$ cat config.mk
export PLATFORM = sky130hd
export DESIGN_NAME = mem_ctrl_flat
export DESIGN_NICKNAME = d
export VERILOG_FILES = /design/src/rtl/mem_ctrl_pkg.sv /design/src/rtl/mem_ctrl_if.sv /design/src/rtl/mem_ctrl.sv /design/src/flat_wrapper.sv
export SDC_FILE = /design/constraint.sdc
export NUM_CORES = 1
export LEC_CHECK = 0
export ABC_AREA = 1
export BUFFER_PORTS_ARGS = -buffer_cell sky130_fd_sc_hd__buf_2
export CAP_MARGIN = 20
export CORE_ASPECT_RATIO = 1.1
export CORE_UTILIZATION = 25
export CTS_BUF_LIST = sky130_fd_sc_hd__clkbuf_16
export CTS_CLUSTER_SIZE = 25
export DETAILED_ROUTE_END_ITERATION = 7
export HOLD_SLACK_MARGIN = 0.03
export PLACE_DENSITY = 0.43
export SLEW_MARGIN = 20
export SYNTH_ARGS = -nofsm -noshare
export SYNTH_HDL_FRONTEND = slang
export SYNTH_SLANG_ARGS = --single-unit
$ cat constraint.sdc
create_clock -name clk -period 3.27 [get_ports clk]
set_input_delay 0.327 -clock clk [delete_from_list [all_inputs] [get_ports clk]]
set_output_delay 0.327 -clock clk [all_outputs]
set_load 0.05 [all_outputs]
$ cat src/rtl/mem_ctrl_pkg.sv
// Shared encodings for the byte-serial RAM port arbiter.
// Access sizes, FSM state codes and the size-to-last-byte-index helper.
package mem_ctrl_pkg;

  localparam logic [1:0] MEM_SIZE_B = 2'b00;
  localparam logic [1:0] MEM_SIZE_H = 2'b01;
  localparam logic [1:0] MEM_SIZE_W = 2'b10;

  typedef enum logic [1:0] {
    ST_IDLE  = 2'd0,
    ST_LS_RD = 2'd1,
    ST_LS_WR = 2'd2,
    ST_IF_RD = 2'd3
  } state_t;

  // Index of the final byte cycle for an access of the given size (N-1).
  function automatic logic [1:0] last_byte(input logic [1:0] size);
    case (size)
      MEM_SIZE_B: last_byte = 2'd0;
      MEM_SIZE_H: last_byte = 2'd1;
      default:    last_byte = 2'd3;
    endcase
  endfunction

endpackage

$ cat src/rtl/mem_ctrl_if.sv
// Request/response bundle between IF, LSqueue, the byte-wide RAM and mem_ctrl.
// slave is the controller's view, master the clients'/RAM's view.
interface mem_ctrl_if #(
  parameter int ADDR_W = 32,
  parameter int DATA_W = 32
) ();

  logic              in_clear_all_reset;
  logic              in_if_ena;
  logic [ADDR_W-1:0] in_if_addr;
  logic              out_if_ready;
  logic [DATA_W-1:0] out_if_data;
  logic              in_ls_ena;
  logic              in_ls_iswrite;
  logic [1:0]        in_ls_size;
  logic [ADDR_W-1:0] in_ls_addr;
  logic [DATA_W-1:0] in_ls_data;
  logic              out_ls_ready;
  logic [DATA_W-1:0] out_ls_data;
  logic [7:0]        in_mem_din;
  logic [ADDR_W-1:0] out_mem_a;
  logic [7:0]        out_mem_dout;
  logic              out_mem_wr;

  modport slave (
    input  in_clear_all_reset, in_if_ena, in_if_addr,
    input  in_ls_ena, in_ls_iswrite, in_ls_size, in_ls_addr, in_ls_data,
    input  in_mem_din,
    output out_if_ready, out_if_data, out_ls_ready, out_ls_data,
    output out_mem_a, out_mem_dout, out_mem_wr
  );

  modport master (
    output in_clear_all_reset, in_if_ena, in_if_addr,
    output in_ls_ena, in_ls_iswrite, in_ls_size, in_ls_addr, in_ls_data,
    output in_mem_din,
    input  out_if_ready, out_if_data, out_ls_ready, out_ls_data,
    input  out_mem_a, out_mem_dout, out_mem_wr
  );

endinterface

$ cat src/rtl/mem_ctrl.sv
// Shares one byte-wide RAM port between instruction fetch and LSqueue; LS has priority.
// Latency N edges after grant (N=1/2/4 bytes); one idle cycle between ops; LS pulses queue in a 1-deep latch.
module mem_ctrl
  import mem_ctrl_pkg::*;
#(
  parameter int ADDR_W = 32,
  parameter int DATA_W = 32
) (
  input logic       clk,
  input logic       rst,
  mem_ctrl_if.slave bus
);

  state_t            state;
  logic [1:0]        k;
  logic [1:0]        last;
  logic [1:0]        k_nxt;
  logic [ADDR_W-1:0] base;
  logic [ADDR_W-1:0] next_a;
  logic [DATA_W-1:0] wdat;
  logic [DATA_W-1:0] rbuf;
  logic [DATA_W-1:0] rd_word;

  logic              lat_vld;
  logic              lat_wr;
  logic [1:0]        lat_size;
  logic [ADDR_W-1:0] lat_addr;
  logic [DATA_W-1:0] lat_data;

  logic              grant_ls;
  logic              grant_if;
  logic              g_wr;
  logic [1:0]        g_size;
  logic [ADDR_W-1:0] g_addr;
  logic [DATA_W-1:0] g_data;

  // A request arriving while IDLE with an empty latch is granted straight from the inputs.
  always_comb begin
    grant_ls = (state == ST_IDLE) && (lat_vld || bus.in_ls_ena);
    grant_if = (state == ST_IDLE) && !grant_ls && bus.in_if_ena && !bus.in_clear_all_reset;
    g_wr     = lat_vld ? lat_wr   : bus.in_ls_iswrite;
    g_size   = lat_vld ? lat_size : bus.in_ls_size;
    g_addr   = lat_vld ? lat_addr : bus.in_ls_addr;
    g_data   = lat_vld ? lat_data : bus.in_ls_data;
    k_nxt    = k + 2'd1;
    next_a   = base + ADDR_W'(k_nxt);
    rd_word  = rbuf;
    rd_word[{k, 3'b000} +: 8] = bus.in_mem_din;
  end

  always_ff @(posedge clk or negedge rst) begin
    if (!rst) begin
      state            <= ST_IDLE;
      k                <= '0;
      last             <= '0;
      base             <= '0;
      wdat             <= '0;
      rbuf             <= '0;
      lat_vld          <= 1'b0;
      lat_wr           <= 1'b0;
      lat_size         <= '0;
      lat_addr         <= '0;
      lat_data         <= '0;
      bus.out_if_ready <= 1'b0;
      bus.out_if_data  <= '0;
      bus.out_ls_ready <= 1'b0;
      bus.out_ls_data  <= '0;
      bus.out_mem_a    <= '0;
      bus.out_mem_dout <= '0;
      bus.out_mem_wr   <= 1'b0;
    end else begin
      bus.out_if_ready <= 1'b0;
      bus.out_ls_ready <= 1'b0;

      // Requests arriving while busy wait here; a second one before grant is dropped.
      if (bus.in_ls_ena && !lat_vld && (state != ST_IDLE)) begin
        lat_vld  <= 1'b1;
        lat_wr   <= bus.in_ls_iswrite;
        lat_size <= bus.in_ls_size;
        lat_addr <= bus.in_ls_addr;
        lat_data <= bus.in_ls_data;
      end

      case (state)
        ST_IDLE: begin
          if (grant_ls) begin
            state            <= g_wr ? ST_LS_WR : ST_LS_RD;
            lat_vld          <= 1'b0;
            base             <= g_addr;
            wdat             <= g_data;
            last             <= last_byte(g_size);
            k                <= '0;
            rbuf             <= '0;
            bus.out_mem_a    <= g_addr;
            bus.out_mem_wr   <= g_wr;
            bus.out_mem_dout <= g_wr ? g_data[7:0] : 8'h00;
          end else if (grant_if) begin
            state            <= ST_IF_RD;
            base             <= bus.in_if_addr;
            last             <= 2'd3;
            k                <= '0;
            rbuf             <= '0;
            bus.out_mem_a    <= bus.in_if_addr;
            bus.out_mem_wr   <= 1'b0;
            bus.out_mem_dout <= 8'h00;
          end else begin
            bus.out_mem_a    <= '0;
            bus.out_mem_wr   <= 1'b0;
            bus.out_mem_dout <= 8'h00;
          end
        end

        ST_LS_WR: begin
          if (k == last) begin
            state            <= ST_IDLE;
            bus.out_mem_a    <= '0;
            bus.out_mem_wr   <= 1'b0;
            bus.out_mem_dout <= 8'h00;
            bus.out_ls_ready <= 1'b1;
            bus.out_ls_data  <= '0;
          end else begin
            k                <= k_nxt;
            bus.out_mem_a    <= next_a;
            bus.out_mem_dout <= wdat[{k_nxt, 3'b000} +: 8];
          end
        end

        ST_LS_RD, ST_IF_RD: begin
          // Flush kills fetch work only, including a fetch on its final edge.
          if ((state == ST_IF_RD) && bus.in_clear_all_reset) begin
            state         <= ST_IDLE;
            bus.out_mem_a <= '0;
          end else if (k == last) begin
            state         <= ST_IDLE;
            rbuf          <= rd_word;
            bus.out_mem_a <= '0;
            if (state == ST_IF_RD) begin
              bus.out_if_ready <= 1'b1;
              bus.out_if_data  <= rd_word;
            end else begin
              bus.out_ls_ready <= 1'b1;
              bus.out_ls_data  <= rd_word;
            end
          end else begin
            k             <= k_nxt;
            rbuf          <= rd_word;
            bus.out_mem_a <= next_a;
          end
        end

        default: state <= ST_IDLE;
      endcase
    end
  end

endmodule
$ cat src/flat_wrapper.sv
// flat-port wrapper written by rule: the top's interface ports become plain ports
module mem_ctrl_flat import mem_ctrl_pkg::*;
#(
  parameter int ADDR_W = 32,
  parameter int DATA_W = 32
)
  (clk, rst, bus_in_clear_all_reset, bus_in_if_ena, bus_in_if_addr, bus_in_ls_ena, bus_in_ls_iswrite, bus_in_ls_size, bus_in_ls_addr, bus_in_ls_data, bus_in_mem_din, bus_out_if_ready, bus_out_if_data, bus_out_ls_ready, bus_out_ls_data, bus_out_mem_a, bus_out_mem_dout, bus_out_mem_wr);
  mem_ctrl_if #(.ADDR_W(ADDR_W), .DATA_W(DATA_W)) bus_i ();
  input logic clk;
  input logic rst;
  input wire logic [$bits(bus_i.in_clear_all_reset)-1:0] bus_in_clear_all_reset;
  input wire logic [$bits(bus_i.in_if_ena)-1:0] bus_in_if_ena;
  input wire logic [$bits(bus_i.in_if_addr)-1:0] bus_in_if_addr;
  input wire logic [$bits(bus_i.in_ls_ena)-1:0] bus_in_ls_ena;
  input wire logic [$bits(bus_i.in_ls_iswrite)-1:0] bus_in_ls_iswrite;
  input wire logic [$bits(bus_i.in_ls_size)-1:0] bus_in_ls_size;
  input wire logic [$bits(bus_i.in_ls_addr)-1:0] bus_in_ls_addr;
  input wire logic [$bits(bus_i.in_ls_data)-1:0] bus_in_ls_data;
  input wire logic [$bits(bus_i.in_mem_din)-1:0] bus_in_mem_din;
  output wire logic [$bits(bus_i.out_if_ready)-1:0] bus_out_if_ready;
  output wire logic [$bits(bus_i.out_if_data)-1:0] bus_out_if_data;
  output wire logic [$bits(bus_i.out_ls_ready)-1:0] bus_out_ls_ready;
  output wire logic [$bits(bus_i.out_ls_data)-1:0] bus_out_ls_data;
  output wire logic [$bits(bus_i.out_mem_a)-1:0] bus_out_mem_a;
  output wire logic [$bits(bus_i.out_mem_dout)-1:0] bus_out_mem_dout;
  output wire logic [$bits(bus_i.out_mem_wr)-1:0] bus_out_mem_wr;
  assign bus_i.in_clear_all_reset = bus_in_clear_all_reset;
  assign bus_i.in_if_ena = bus_in_if_ena;
  assign bus_i.in_if_addr = bus_in_if_addr;
  assign bus_i.in_ls_ena = bus_in_ls_ena;
  assign bus_i.in_ls_iswrite = bus_in_ls_iswrite;
  assign bus_i.in_ls_size = bus_in_ls_size;
  assign bus_i.in_ls_addr = bus_in_ls_addr;
  assign bus_i.in_ls_data = bus_in_ls_data;
  assign bus_i.in_mem_din = bus_in_mem_din;
  assign bus_out_if_ready = bus_i.out_if_ready;
  assign bus_out_if_data = bus_i.out_if_data;
  assign bus_out_ls_ready = bus_i.out_ls_ready;
  assign bus_out_ls_data = bus_i.out_ls_data;
  assign bus_out_mem_a = bus_i.out_mem_a;
  assign bus_out_mem_dout = bus_i.out_mem_dout;
  assign bus_out_mem_wr = bus_i.out_mem_wr;
  mem_ctrl #(.ADDR_W(ADDR_W), .DATA_W(DATA_W)) u_core (.clk(clk), .rst(rst), .bus(bus_i));
endmodule
=== After elaboration in Yosys (flattened, before gate mapping) ===
Index checks and enable logic that the tools add are counted.

* Bits in latches: 0
* Flip-flop bits (word level): 277
* Bits in read-only memories: 0
* Memories: 0
* Memory bits (writable): 0
* Logic and storage cells: 114
* Bits of input ports: 112

* Bitwise logic cells: 1
* Reduce and logical (&&, ||, !) cells: 26
* Muxes and demuxes: 53
* Multipliers: 0
* Add/sub/neg operators: 3
* Shifts and indexed selects: 3
* Eq/ne operators: 10
* $lt $le $gt $ge: 0
* Divide/modulo/power cells: 0

{| class="wikitable"
|+ Operator list
! operator !! count
|-
| two-way mux 32 bit || 15
|-
| one-hot mux 32 bit (2 select lines) || 2
|-
| one-hot mux 32 bit (3 select lines) || 1
|-
| adder 32 x 2 -> 32 bit || 1
|-
| bitwise mux 32 bit || 1
|-
| variable shift 8 x 7 -> 32 bit, first input constant || 1
|-
| indexed part select 32 x 6 -> 8 bit || 1
|-
| indexed part select 8 x 7 -> 32 bit || 1
|-
| two-way mux 8 bit || 3
|-
| two-way mux 2 bit || 11
|-
| one-hot mux 8 bit (2 select lines) || 1
|-
| two-way mux 1 bit || 14
|-
| one-hot mux 2 bit (3 select lines) || 2
|-
| nonzero test 2 bit || 5
|-
| AND reduction 2 bit || 4
|-
| logical AND 1 bit || 7
|-
| negation 5 -> 7 bit || 1
|-
| AND reduction 5 bit || 1
|-
| equality test 2 x 1 -> 1 bit, second input constant || 2
|-
| equality test 2 bit, second input constant || 2
|-
| logical NOT 2 bit || 2
|-
| inequality test 2 x 1 -> 1 bit, second input constant || 2
|-
| inequality test 2 bit, second input constant || 2
|-
| one-hot mux 1 bit (2 select lines) || 2
|-
| other kinds (10) || 12
|}

=== Depth between registers and ports, before layout ===
* Depth after elaboration: 9
* Depth in mapped cells: 16
* Mapped depth without buffers: 13

=== Least setup slack after synthesis ===
No wires, ideal clock.

* Path kind: register to register
* Start: register u_core.k[0]
* End: register u_core.bus.out_mem_a[24]
* Path buffers: 3
* Slack: 0.212 ns
* Library setup time: 0.124 ns
* Data arrival time: 2.934 ns
* Clock period less this slack: 3.058 ns
* Required time: 3.146 ns
* Cell stages (with the launch flop): 16
* Cells stage by stage: dfrtp_1 buf_4 inv_1 clkbuf_1 ha_1 clkbuf_1 inv_1 fa_1 inv_1 nand2_1 nor2_1 nand3_2 nor2_1 nand3_1 nand3_1 nand2_1

* Word-level cells in the longest chain between the ends: 5
* Elaborated cells between the ends (all ways): 6

{| class="wikitable"
|+ RTL lines
! item !! line !! text
|-
| from (decl) || mem_ctrl.sv:15 || <nowiki>logic [1:0] k;</nowiki>
|-
| from (signal assigned) || mem_ctrl.sv:122 || <nowiki>k <= k_nxt;</nowiki>
|-
| from (signal assigned) || mem_ctrl.sv:145 || <nowiki>k <= k_nxt;</nowiki>
|-
| adder 2 x 1 -> 2 bit || mem_ctrl.sv:45 || <nowiki>k_nxt = k + 2'd1;</nowiki>
|-
| adder 32 x 2 -> 32 bit || mem_ctrl.sv:46 || <nowiki>next_a = base + ADDR_W'(k_nxt);</nowiki>
|-
| two-way mux 32 bit * || mem_ctrl.sv:114, mem_ctrl.sv:133 ||
|-
| two-way mux 32 bit || mem_ctrl.sv:130 || <nowiki>if ((state == ST_IF_RD) && bus.in_clear_all_reset) begin</nowiki>
|-
| one-hot mux 32 bit (3 select lines) * || mem_ctrl.sv:84 || <nowiki>case (state)</nowiki>
|-
| to (signal assigned) || mem_ctrl.sv:94 || <nowiki>bus.out_mem_a <= g_addr;</nowiki>
|-
| to (signal assigned) || mem_ctrl.sv:123 || <nowiki>bus.out_mem_a <= next_a;</nowiki>
|-
| to (signal assigned) || mem_ctrl.sv:147 || <nowiki>bus.out_mem_a <= next_a;</nowiki>
|-
| to (decl) || mem_ctrl_if.sv:30 || <nowiki>output out_mem_a, out_mem_dout, out_mem_wr</nowiki>
|}

Every way passes the cells marked *; elsewhere a longest branch is shown, timed or not.
A chain may end at the register's enable or synchronous reset.

=== Worst setup path in the final report ===
* Start: register u_core.k[1]
* End: register u_core.bus.out_mem_a[24]

The elaborated chain is that of the path after synthesis.

==> metrics.md <==
| Metric | Value |
|---|---|
| Global-route wire length before repair | 65,300 um |
| DRC | 2 |
| Crit path capture type | flip-flop |
| Layout area overhead | 23.1% |
| Combinational power share | 0.449 |
| Post-DP HPWL | 30,600 um |
| Initial core utilization | 0.253 |
| Post-synth EDFFs | 0 |
| Number of global-route vias before repair | 10,944 |
| Rows | 87 |
| Switching share of power | 0.474 |
| Synth Net Count | 1,721 |
| WL per Instance | 16.8 um |
| Post-CTS Hold Buffers | 12 |
| Hold crit path type | in -> reg |
| Clk sinks | 277 |
| Placed Area | 14,800 um2 |
| Seq cells post-synth | 277 |
| Static leakage | 7.90 nW |
| Clock Tree Buf Depth | 3 |
| Peak Freq | 0.385 GHz |
| Total I/O pin count | 219 |
| CP arrival | 3.01 ns |
| Routed WL | 42,100 um |
| Unrepaired setup endpoints after global routing | false |
| Detailed Route Iter0 Violations | 602 |
| Clk pin slew, worst setup/hold paths | 0.06 ns |
| NetSw | 8.18 mW |
| Sequential element share of the synthesized area | 0.535 |
| GRT overflow | 0 |
| Root buffer cell | clkbuf_16 |
| Primary FF master, synth | dfrtp_1 |
| CP startpoint kind | flip-flop |
| Max Cap Viol | 0 |
| Post-DR vias/cell | 4.45 |
| Minimum clock period | 2.60 ns |
| Largest net degree at the start of global routing | 81 |
| Crit path kind | reg -> reg |
| Via count | 11,135 |
| Cts bufs inserted | 35 |
| Slew Viols, Final | 0 |
| Power Density | 1080 nW/um2 |
| Worst Skew | 0.00966 ns |
| DIE WIDTH | 219 um |
| Worst-Margin Slew | 0.724 ns |
| Resized cells post-CTS | 0 |
| Global placer's final weighted congestion | 0.822 |
| CTS tree | yes |
| Initial antenna violation count | 3 |
| Critical path fanouts, max | 6 |
| Sequential share of power | 0.338 |
| Final WS setup | 0.671 ns |
| GR Util All Layers | 0.162 |
| Most common cell after layout, fill and taps aside | nand2_1 |
| Final setup viols | 0 |
| H-tree Lvls | 2 |
| Most frequent cells in the layout | 523 x nand2_1, 276 x dfrtp_1, 232 x o21ai_0 |
| Post-synth cell types | 40 |
| Final instance area | 15,900 um2 |
| Cells after Synth | 1,601 |
| Syn Area/Cell | 8.09 um2 |
| Clk pwr share | 0.213 |
| Failing checks | design-rule violations |
| Final Hold Fails | 0 |
| I/O Buffers | 218 |
| Die Ht | 241 um |
| Proportion of layout cells with a drive suffix above 1 | 0.173 |
| Slew headroom | 0.517 |
| Nets | 1,936 |
| Synth Cell Area | 13,000 um2 |
| Req. time, crit path | 3.68 ns |
| Initial DRT Pass Iterations | 6 |
| Setup TNS | 0 ns |
| Worst VDD drop | 0.572 mV |
| Period Utilization, post-route | 0.795 |
| Area of the core | 51,200 um2 |
| Antenna-violating nets left | 0 |
| Status | finished with violations |
| Pre-CTS setup slack | 0.674 ns |
| Internal Power | 9.06 mW |
| Number of setup buffers added after CTS | 0 |
| Async set or reset register ratio after synthesis | 1.00 |
| Worst-Skew Late Latency | 0.53 ns |
| Number of diodes | 0 |
| Ys Warns | 0 |
| Die area | 52,700 um2 |
-- metal layers --
layer	global-route usage	routed length, um	up-vias
met2	0.263	19600	257
met4	0.0541	1060	2
li1	-	-	5550
met3	0.0241	1710	67
met1	0.221	19700	5259
met5	0	12	-
-- synth_stat cells, types with 2 or more instances --
library cell / number / area, um2
a21oi_1: 16 / 80.1
nor2_1: 85 / 319
buf_6: 9 / 101
dfrtp_1: 277 / 6930
ha_1: 7 / 87.6
o21ai_2: 4 / 35.0
nand2_1: 523 / 1960
nand3_1: 47 / 235
nand2_2: 4 / 25.0
nand2_4: 2 / 22.5
a22oi_1: 15 / 113
nand4_1: 6 / 37.5
o21ai_1: 43 / 215
o21ai_0: 232 / 1160
buf_4: 3 / 22.5
nand3_2: 2 / 20.0
clkbuf_1: 50 / 188
nor2_4: 2 / 22.5
nor3_1: 2 / 10.0
o22ai_1: 32 / 200
inv_1: 169 / 634
xor2_1: 6 / 52.6
mux2_2: 7 / 78.8
inv_2: 4 / 15.0
a31oi_1: 7 / 43.8
a21boi_0: 17 / 128
buf_2: 15 / 75.1
nand3b_1: 2 / 15.0
o211ai_1: 2 / 15.0
-- power groups by stage --
stage	combinational, mW	sequential, mW	clock [mW]
floorplan	3.88	7.50	0
global placement	7.83	5.88	0
detailed placement	7.88	5.89	0
CTS	7.91	5.85	3.80
global route	8.64	6.00	3.92
finish	7.73	5.82	3.68
-- per-stage QoR --
stage | total power [mW] | instances | hold WS (ns) | utilization
floorplan | 11.4 | 1601 | 0.0314 | -
global placement | 13.7 | 2434 | 0.400 | 0.289
detailed placement | 13.8 | 2434 | 0.393 | 0.289
CTS | 17.6 | 2504 | 0.0310 | 0.312
global route | 18.6 | 2504 | 0.0436 | 0.312
finish | 17.2 | 2504 | 0.0555 | 0.312
-- worst max-delay path, cell delays in order (launching register included) --
cell and delay [ns]:
dfrtp_1 0.43, inv_1 0.11, ha_1 0.33, inv_1 0.11, fa_1 0.39, inv_1 0.08, nand2_1 0.07, nor2_1 0.09
buf_4 0.14, nand3_2 0.14, nor2_1 0.31, nand3_1 0.11, nand3_1 0.10, nand2_1 0.05
-- state kept, by name, summed over array words and instances, names as in the netlist, 2 cells and up --
signal and cells:
u_core.rbuf 32, u_core.lat_data 32, u_core.base 32, u_core.bus.out_mem_dout 8
u_core.lat_addr 32, u_core.state 2, u_core.bus.out_if_data 32, u_core.bus.out_mem_a 32
u_core.wdat 32, u_core.bus.out_ls_data 32, u_core.k 2, u_core.lat_size 2
u_core.last 2
-- area by class of cell --
cell class	count	area, um2
well taps	667	835
inverters	176	671
clock inverters	21	134
fillers	5562	35200
repair buffers	257	1470
flip-flops and latches	277	6930
multi-input cells	1069	4970
clock buffers	37	926
-- cells by family after synthesis --
logic type,after synthesis,synth area share
muxes,7,0.00609
AOI/OAI and AO/OA,369,0.154
adders and majority gates,8,0.00831
DFF,277,0.535
and+or+nand+nor,677,0.208
buffers and inverters,255,0.0823
xor gates and xnor gates,8,0.00599
-- path summary, 6_finish.rpt --
check                      depth (start not counted)  slack, ns                                      to                              startpoint
hold reg to reg                                    2       0.46  u_core.bus.out_if_data[20]$_DFFE_PN0P_  u_core.bus.out_if_data[20]$_DFFE_PN0P_
setup / recovery                                  13       0.67      u_core.bus.out_mem_a[24]$_DFF_PN0_                 u_core.k[1]$_DFFE_PN0P_
min in group asynchronous                          2       0.40  u_core.bus.out_if_data[22]$_DFFE_PN0P_                                     rst
setup reg to reg                                  13       0.67      u_core.bus.out_mem_a[24]$_DFF_PN0_                 u_core.k[1]$_DFFE_PN0P_
max in group asynchronous                          3       1.76          u_core.lat_data[4]$_DFFE_PN0P_                                     rst
hold / removal                                     3       0.06      u_core.bus.out_mem_a[23]$_DFF_PN0_                      bus_in_if_addr[23]
Note: power is estimated with default switching activity, not from simulation.
